==> config.mk <==
export PLATFORM = sky130hd
export DESIGN_NAME = sam_mem_arbiter
export DESIGN_NICKNAME = d
export VERILOG_FILES = /design/src/rtl/sam_mem_pkg.sv /design/src/rtl/sam_arb_prio.sv /design/src/rtl/sam_mem_arbiter.sv
export SDC_FILE = /design/constraint.sdc
export NUM_CORES = 1
export LEC_CHECK = 0
export ABC_AREA = 1
export CAP_MARGIN = 10
export CORE_ASPECT_RATIO = 1.4
export CORE_MARGIN = 5
export CORE_UTILIZATION = 41
export CTS_CLUSTER_DIAMETER = 200
export DETAILED_ROUTE_END_ITERATION = 7
export PLACE_DENSITY = 0.94
export SLEW_MARGIN = 15
export SYNTH_ARGS = -nofsm -noshare
export SYNTH_HDL_FRONTEND = slang
export SYNTH_SLANG_ARGS = --single-unit
export TNS_END_PERCENT = 50
==> constraint.sdc <==
create_clock -name clk_sys -period 2.3 [get_ports clk_sys]
set_clock_uncertainty 0.15 [all_clocks]
set_input_delay 0.23 -clock clk_sys [delete_from_list [all_inputs] [get_ports clk_sys]]
set_output_delay 0.23 -clock clk_sys [all_outputs]
set_load 0.1 [all_outputs]
==> src/rtl/sam_mem_pkg.sv <==
// sam_mem_pkg: shared state/owner types and constants for the main-RAM arbiter.
package sam_mem_pkg;

    typedef enum logic [1:0] {ARB_IDLE, ARB_ISSUE, ARB_WAIT, ARB_DONE} arb_state_t;
    typedef enum logic [1:0] {OWN_NONE, OWN_DMA, OWN_FDD, OWN_CPU} arb_owner_t;

    localparam logic [7:0] RD_TIMEOUT_DATA = 8'hFF;

    function automatic logic [5:0] sat_inc6(input logic [5:0] v);
        return (&v) ? v : v + 6'd1;
    endfunction

endpackage

==> src/rtl/sam_arb_prio.sv <==
// sam_arb_prio: combinational grant select, dma > fdd > cpu, with optional CPU-over-FDD override.
module sam_arb_prio
    import sam_mem_pkg::*;
(
    input  logic       dma_req_i,
    input  logic       fdd_req_i,
    input  logic       cpu_req_i,
    input  logic       guard_hit_i,
    output arb_owner_t grant_o
);

    // guard_hit_i only matters when the CPU is actually waiting
    assign grant_o = dma_req_i                                  ? OWN_DMA :
                     (fdd_req_i && !(guard_hit_i && cpu_req_i)) ? OWN_FDD :
                     cpu_req_i                                  ? OWN_CPU : OWN_NONE;

endmodule

==> src/rtl/sam_mem_arbiter.sv <==
// sam_mem_arbiter: shares the main-RAM port between loader DMA, FDD buffer and Z80, one access in flight.
// Define SAM_MEMARB_GUARD_EN to let a waiting CPU overtake FDD after GUARD_MAX consecutive FDD grants.
module sam_mem_arbiter
    import sam_mem_pkg::*;
#(
    parameter int AW        = 25,
    parameter int TIMEOUT   = 63,
    parameter int GUARD_MAX = 4
)(
    input  logic          clk_sys,
    input  logic          reset,
    input  logic          dma_req_i,
    input  logic [AW-1:0] dma_addr_i,
    input  logic [7:0]    dma_din_i,
    output logic          dma_ack_o,
    input  logic          fdd_req_i,
    input  logic [AW-1:0] fdd_addr_i,
    output logic          fdd_ack_o,
    output logic [7:0]    fdd_dout_o,
    input  logic          cpu_req_i,
    input  logic          cpu_we_i,
    input  logic [AW-1:0] cpu_addr_i,
    input  logic [7:0]    cpu_din_i,
    output logic          cpu_ack_o,
    output logic [7:0]    cpu_dout_o,
    output logic [AW-1:0] mem_addr_o,
    output logic [7:0]    mem_din_o,
    output logic          mem_we_o,
    output logic          mem_rd_o,
    input  logic          mem_ready_i,
    input  logic [7:0]    mem_dout_i,
    output logic          timeout_err_o
);

    localparam logic [5:0] TMO_LIM = 6'(TIMEOUT);

    arb_state_t    state_q, state_d;
    arb_owner_t    owner_q, owner_d, grant;
    logic          we_q, we_d;
    logic [AW-1:0] addr_q, addr_d;
    logic [7:0]    din_q, din_d;
    logic [5:0]    tmo_q, tmo_d, tmo_nx;
    logic [7:0]    fdd_dout_q, fdd_dout_d;
    logic [7:0]    cpu_dout_q, cpu_dout_d;
    logic          terr_q, terr_d;
    logic          fin, forced, guard_hit;
    logic [7:0]    rdata;

    sam_arb_prio u_prio (
        .dma_req_i   (dma_req_i),
        .fdd_req_i   (fdd_req_i),
        .cpu_req_i   (cpu_req_i),
        .guard_hit_i (guard_hit),
        .grant_o     (grant)
    );

`ifdef SAM_MEMARB_GUARD_EN
    localparam int GW = $clog2(GUARD_MAX + 1);

    logic [GW-1:0] guard_q, guard_d;

    // counts FDD wins that left the CPU waiting; any CPU win restarts the count
    always_comb begin
        guard_d = guard_q;
        if (state_q == ARB_IDLE)
            guard_d = (grant == OWN_CPU)                ? '0 :
                      (grant == OWN_FDD && cpu_req_i)   ? guard_q + GW'(1) : guard_q;
    end

    always_ff @(posedge clk_sys) begin
        if (reset) guard_q <= '0;
        else       guard_q <= guard_d;
    end

    assign guard_hit = (guard_q == GW'(GUARD_MAX));
`else
    logic unused_guard;
    assign unused_guard = |GUARD_MAX;
    assign guard_hit    = 1'b0;
`endif

    always_comb begin
        state_d    = state_q;
        owner_d    = owner_q;
        we_d       = we_q;
        addr_d     = addr_q;
        din_d      = din_q;
        tmo_d      = tmo_q;
        fdd_dout_d = fdd_dout_q;
        cpu_dout_d = cpu_dout_q;
        fin        = 1'b0;
        forced     = 1'b0;
        tmo_nx     = sat_inc6(tmo_q);
        case (state_q)
            ARB_IDLE: if (grant != OWN_NONE) begin
                state_d = ARB_ISSUE;
                owner_d = grant;
                tmo_d   = '0;
                we_d    = (grant == OWN_DMA) || (grant == OWN_CPU && cpu_we_i);
                addr_d  = (grant == OWN_DMA) ? dma_addr_i : (grant == OWN_FDD) ? fdd_addr_i : cpu_addr_i;
                din_d   = (grant == OWN_DMA) ? dma_din_i : (grant == OWN_CPU) ? cpu_din_i : 8'h00;
            end
            ARB_ISSUE: begin
                fin     = mem_ready_i;
                state_d = mem_ready_i ? ARB_DONE : ARB_WAIT;
            end
            ARB_WAIT: begin
                tmo_d   = tmo_nx;
                fin     = mem_ready_i;
                forced  = !mem_ready_i && (tmo_nx == TMO_LIM);
                state_d = (fin || forced) ? ARB_DONE : ARB_WAIT;
            end
            default: state_d = ARB_IDLE;
        endcase
        rdata = forced ? RD_TIMEOUT_DATA : mem_dout_i;
        if ((fin || forced) && !we_q) begin
            fdd_dout_d = (owner_q == OWN_FDD) ? rdata : fdd_dout_q;
            cpu_dout_d = (owner_q == OWN_CPU) ? rdata : cpu_dout_q;
        end
        terr_d = terr_q | forced;
    end

    always_ff @(posedge clk_sys) begin
        if (reset) begin
            state_q    <= ARB_IDLE;
            owner_q    <= OWN_NONE;
            we_q       <= 1'b0;
            addr_q     <= '0;
            din_q      <= '0;
            tmo_q      <= '0;
            fdd_dout_q <= '0;
            cpu_dout_q <= '0;
            terr_q     <= 1'b0;
        end else begin
            state_q    <= state_d;
            owner_q    <= owner_d;
            we_q       <= we_d;
            addr_q     <= addr_d;
            din_q      <= din_d;
            tmo_q      <= tmo_d;
            fdd_dout_q <= fdd_dout_d;
            cpu_dout_q <= cpu_dout_d;
            terr_q     <= terr_d;
        end
    end

    assign dma_ack_o     = (state_q == ARB_DONE) && (owner_q == OWN_DMA);
    assign fdd_ack_o     = (state_q == ARB_DONE) && (owner_q == OWN_FDD);
    assign cpu_ack_o     = (state_q == ARB_DONE) && (owner_q == OWN_CPU);
    assign mem_we_o      = (state_q == ARB_ISSUE) && we_q;
    assign mem_rd_o      = (state_q == ARB_ISSUE) && !we_q;
    assign mem_addr_o    = addr_q;
    assign mem_din_o     = din_q;
    assign fdd_dout_o    = fdd_dout_q;
    assign cpu_dout_o    = cpu_dout_q;
    assign timeout_err_o = terr_q;

endmodule

==> results.md <==
## Power
• 0.000823 V — worst ir drop on vdd
• 1210 nW/um^2 — total power density per cell area
• 2.38 nW — Lkg Pwr

## Worst setup path
• 2.42 ns — Critical Path RT
• 8 — maximum net fanout on the critical path
• flip-flop — startpoint types
• sky130_fd_sc_hd__dfxtp_2 — cell with the biggest individual delay on the critical path
• fdd_dout_o[4] — Reg-to-Reg End
• 11 — cells on worst reg2reg path
• simple AND/OR/NAND/NOR gates — top cell family by delay on the critical path
• 2.30 ns — arrival time of the worst setup path
• 0.12 ns — setup slack on the worst flop-to-flop path
• ha_4, nand3_1, o21bai_2, nand2_1, nor2_2, nand4_4, nand2_4, nand3_4, nand2_1, nand2_1, nor2_1 — series of cell instances along the critical path
• 0.39 ns — peak per-stage delay on the critical path
• flip-flop — CP endpoint kind
• reg -> reg — crit path kind
• 0 — worst path bufs/invs
• tmo_q[0] — worst reg2reg startpoint
• sky130_fd_sc_hd__nand2_1 — most numerous cell on the critical path

## Synth
• 37.7% — sequential-to-total area share from yosys stat
• simple AND/OR/NAND/NOR gates — combinational family with the most area after synthesis
• 0 — yosys warns
• 6.50 sq um — mean cell area of the mapped netlist
• 0.270% — post-synthesis xor/xnor area fraction
• sky130_fd_sc_hd__dfxtp_1 — most area-hungry cell type in the Yosys netlist
• sky130_fd_sc_hd__dfxtp_1 (38%), sky130_fd_sc_hd__nand2_1 (19%), sky130_fd_sc_hd__a21oi_1 (11%), sky130_fd_sc_hd__o21ai_0 (5.7%), sky130_fd_sc_hd__inv_1 (5.2%) — top cells by area, synth
• 0% — fraction of synthesized area in multiplexers
• 20.3% — Compound-Gate Fraction of Synth Area
• 61 — register bit total from synthesis
• 498 — synthesized instance count
• 2.32% — Synth Area in Adders
• 30 — post-synthesis cell type count
• 30.3% — simple-gate share of the synthesized area
• 37.7% — share of the synthesized area in the top cell type
• 610 — post-synthesis net count
• 3240 sq um — Syn Std Cell Area

## Cells and area
• 66.0% — post-layout utilization of the core
• 5110 sq um — post-route cell area
• 0 — Ant. Diodes
• 769 — total number of nets in the final design
• 16.5% — fraction of final layout cells with drive strength greater than 1
• 57.9% — Layout Area Growth over Synthesis

## Clock tree
• 2 — maximum root-to-sink buffer count
• 0.07 ns — clock slew seen by the registers of the worst setup and hold paths
• 61 — clock tree sinks
• 9 — number of CTS-inserted buffers
• done — TritonCTS clock tree
• 3 — count of H-tree levels built during CTS
• sky130_fd_sc_hd__clkbuf_8 — cell at the root of the clock tree
• 0.34 ns — worst-skew pair later-pin latency

## STA
• 0.460 GHz — Highest Clock Rate
• 0 — count of endpoints failing setup in the final report
• 0 — final max-slew violation count
• 0 — final hold violation count
• 2.18 ns — final critical-path required period
• 0.532 ns — slew at the pin closest to its max-slew limit
• 0.125 ns — post-layout worst setup margin
• 94.6% — final worst path period share
• 0 ns — setup TNS
• 64.5% — relative slew slack

## Floorplanning
• 38 — row count
• 161 — boundary pin count
• 115 um — Die Height
• 41.8% — effective utilization at floorplan
• 9800 sq um — area of the die
• 7750 sq um — placeable core region
• 85.1 um — die span in x

## Global route
• 3,832 — number of global-route vias before repair
• 0 — initial antenna violation count
• 21.4% — overall global routing resource usage
• 35 — largest net degree at the start of global routing
• 0 — overall overflow remaining after global route
• 16,900 um — wire length of the first global-routing pass

## Min path
• 2 — hold depth
• timeout_err_o — worst-case hold path end point
• reg -> reg — Worst Hold Class
• timeout_err_o — launch instance of the worst min-delay path

## Flow run
• 0 — max-cap violations

## Placement
• 4800 sq um — placed cell areas
• 0.927 — GP Congestion
• 8300 um — HPWL reported at the end of detailed placement
• 160 — number of buffers added on ports
• -0.0108 ns — Setup WS pre-CTS

## Routing
• 11,000 um — Total Wirelength
• 0 — post-route DRC violation count
• 0 — remaining number of nets flagged by the antenna check after routing
• 195 — DR iter-0 viols
• 5.04 — DR vias/cell
• 4 — iteration count of the initial detailed-routing pass
• 3,840 — DR vias
• 14.5 um — drt wl/cell

## Run status
• completed — status

==> Yosys cell counts <==
cell type,number
sky130_fd_sc_hd__nand3_1,8
sky130_fd_sc_hd__or2_2,1
sky130_fd_sc_hd__o21bai_2,1
sky130_fd_sc_hd__buf_2,2
sky130_fd_sc_hd__clkbuf_1,19
sky130_fd_sc_hd__nor2_4,1
sky130_fd_sc_hd__nand2_2,7
sky130_fd_sc_hd__xnor2_1,1
sky130_fd_sc_hd__a32oi_1,8
sky130_fd_sc_hd__ha_1,6
sky130_fd_sc_hd__nand4_4,1
sky130_fd_sc_hd__nand2_4,1
sky130_fd_sc_hd__dfxtp_1,61
sky130_fd_sc_hd__nor2_1,43
sky130_fd_sc_hd__a31oi_1,1
sky130_fd_sc_hd__buf_6,2
sky130_fd_sc_hd__a31o_2,1
sky130_fd_sc_hd__buf_4,1
sky130_fd_sc_hd__o21ai_0,37
sky130_fd_sc_hd__nand3_4,2
sky130_fd_sc_hd__a21oi_1,72
sky130_fd_sc_hd__nor3_1,1
sky130_fd_sc_hd__nand2_1,167
sky130_fd_sc_hd__a211oi_1,1
sky130_fd_sc_hd__inv_2,2
sky130_fd_sc_hd__inv_1,45
sky130_fd_sc_hd__o21ai_2,1
sky130_fd_sc_hd__buf_1,1
sky130_fd_sc_hd__nor2_2,3
sky130_fd_sc_hd__clkinv_1,1
==> area by class of cell <==
type	count	area, sq um
fill	640	2640
tap	100	125
clock buffer	11	141
inverter	48	180
multi-input combinational	366	1790
sequential	61	1220
clock inverter	5	106
timing repair buffer	171	1550
==> per-stage QoR <==
step	power, mW	std cells	hold WS (ns)
3_3_place_gp	4.87	743	0.288
5_1_grt	6.45	762	0.334
3_5_place_dp	4.95	743	0.304
2_1_floorplan	4.06	498	0.252
6_report	6.17	762	0.311
4_1_cts	6.15	759	0.315
==> per-layer routing <==
metal / global-route usage [%] / share of wire (%)
met1: 22.4 / 37
met3: 6.38 / 8.5
met4: 12.2 / 2.4
met5: 0 / 0
met2: 37.9 / 52
==> cells in the final DEF (no fill, tap or decap), types with 2 or more instances in the layout <==
cell type                         count
sky130_fd_sc_hd__clkdlybuf4s50_1    105
sky130_fd_sc_hd__nor2_2               2
sky130_fd_sc_hd__ha_1                 5
sky130_fd_sc_hd__nor2_4               2
sky130_fd_sc_hd__nand3_4              4
sky130_fd_sc_hd__clkbuf_8            10
sky130_fd_sc_hd__buf_4               66
sky130_fd_sc_hd__dfxtp_2              2
sky130_fd_sc_hd__inv_1               45
sky130_fd_sc_hd__o21ai_0             37
sky130_fd_sc_hd__nor2_1              43
sky130_fd_sc_hd__nand2_2              7
sky130_fd_sc_hd__bufinv_16            3
sky130_fd_sc_hd__dfxtp_1             59
sky130_fd_sc_hd__nand3_1              8
sky130_fd_sc_hd__a21oi_1             71
sky130_fd_sc_hd__a32oi_1              8
sky130_fd_sc_hd__inv_2                2
sky130_fd_sc_hd__nand2_1            167
==> worst reg2reg max path, delay by kind of cell (launching register included) <==
kind / cells / cell delay, ns
simple gates: 9 / 1.24
fa+ha+maj: 1 / 0.17
flops: 1 / 0.39
compound gates: 1 / 0.18
==> power by group <==
group / switching, mW / total [mW] / internal, mW
sequential: 0.171 / 1.51 / 1.33
clock: 0.433 / 1.19 / 0.754
combinational: 2.68 / 3.48 / 0.802
==> kinds of logic after synthesis <==
kind of cell / count (synthesis)
XOR/XNOR: 1
AND/OR/NAND/NOR: 235
AO/OA/AOI/OAI: 122
buffers and inverters: 73
adder cells (fa/ha/maj): 6
flip-flops: 61
==> flip-flops by register name, summed over array words and instances (netlist names) <==
register and count:
owner_q 2, mem_addr_o 25, timeout_err_o 1, fdd_dout_o 8, cpu_dout_o 8, mem_din_o 8, tmo_q 6, we_q 1
state_q 2
==> worst max-delay path by stage <==
stage               startpoint  depth (start not counted)             to
floorplan           state_q[1]                          4       mem_rd_o
global placement      tmo_q[0]                         12  fdd_dout_o[6]
detailed placement    tmo_q[0]                         12  fdd_dout_o[0]
CTS                   tmo_q[0]                         13  cpu_dout_o[5]
global route          tmo_q[0]                         11  cpu_dout_o[6]
finish                tmo_q[0]                         11  fdd_dout_o[4]
==> timing repair <==
action | CTS | global route
cloned | 0 | 2
hold endpoints to repair | 0 | 0
setup endpoints to repair | 6 | 16
setup buffers | 0 | 1
hold buffers | 0 | 0
gates resized for setup | 1 | 6
pin swaps | 0 | 2
(Power assumes the default switching activity.)
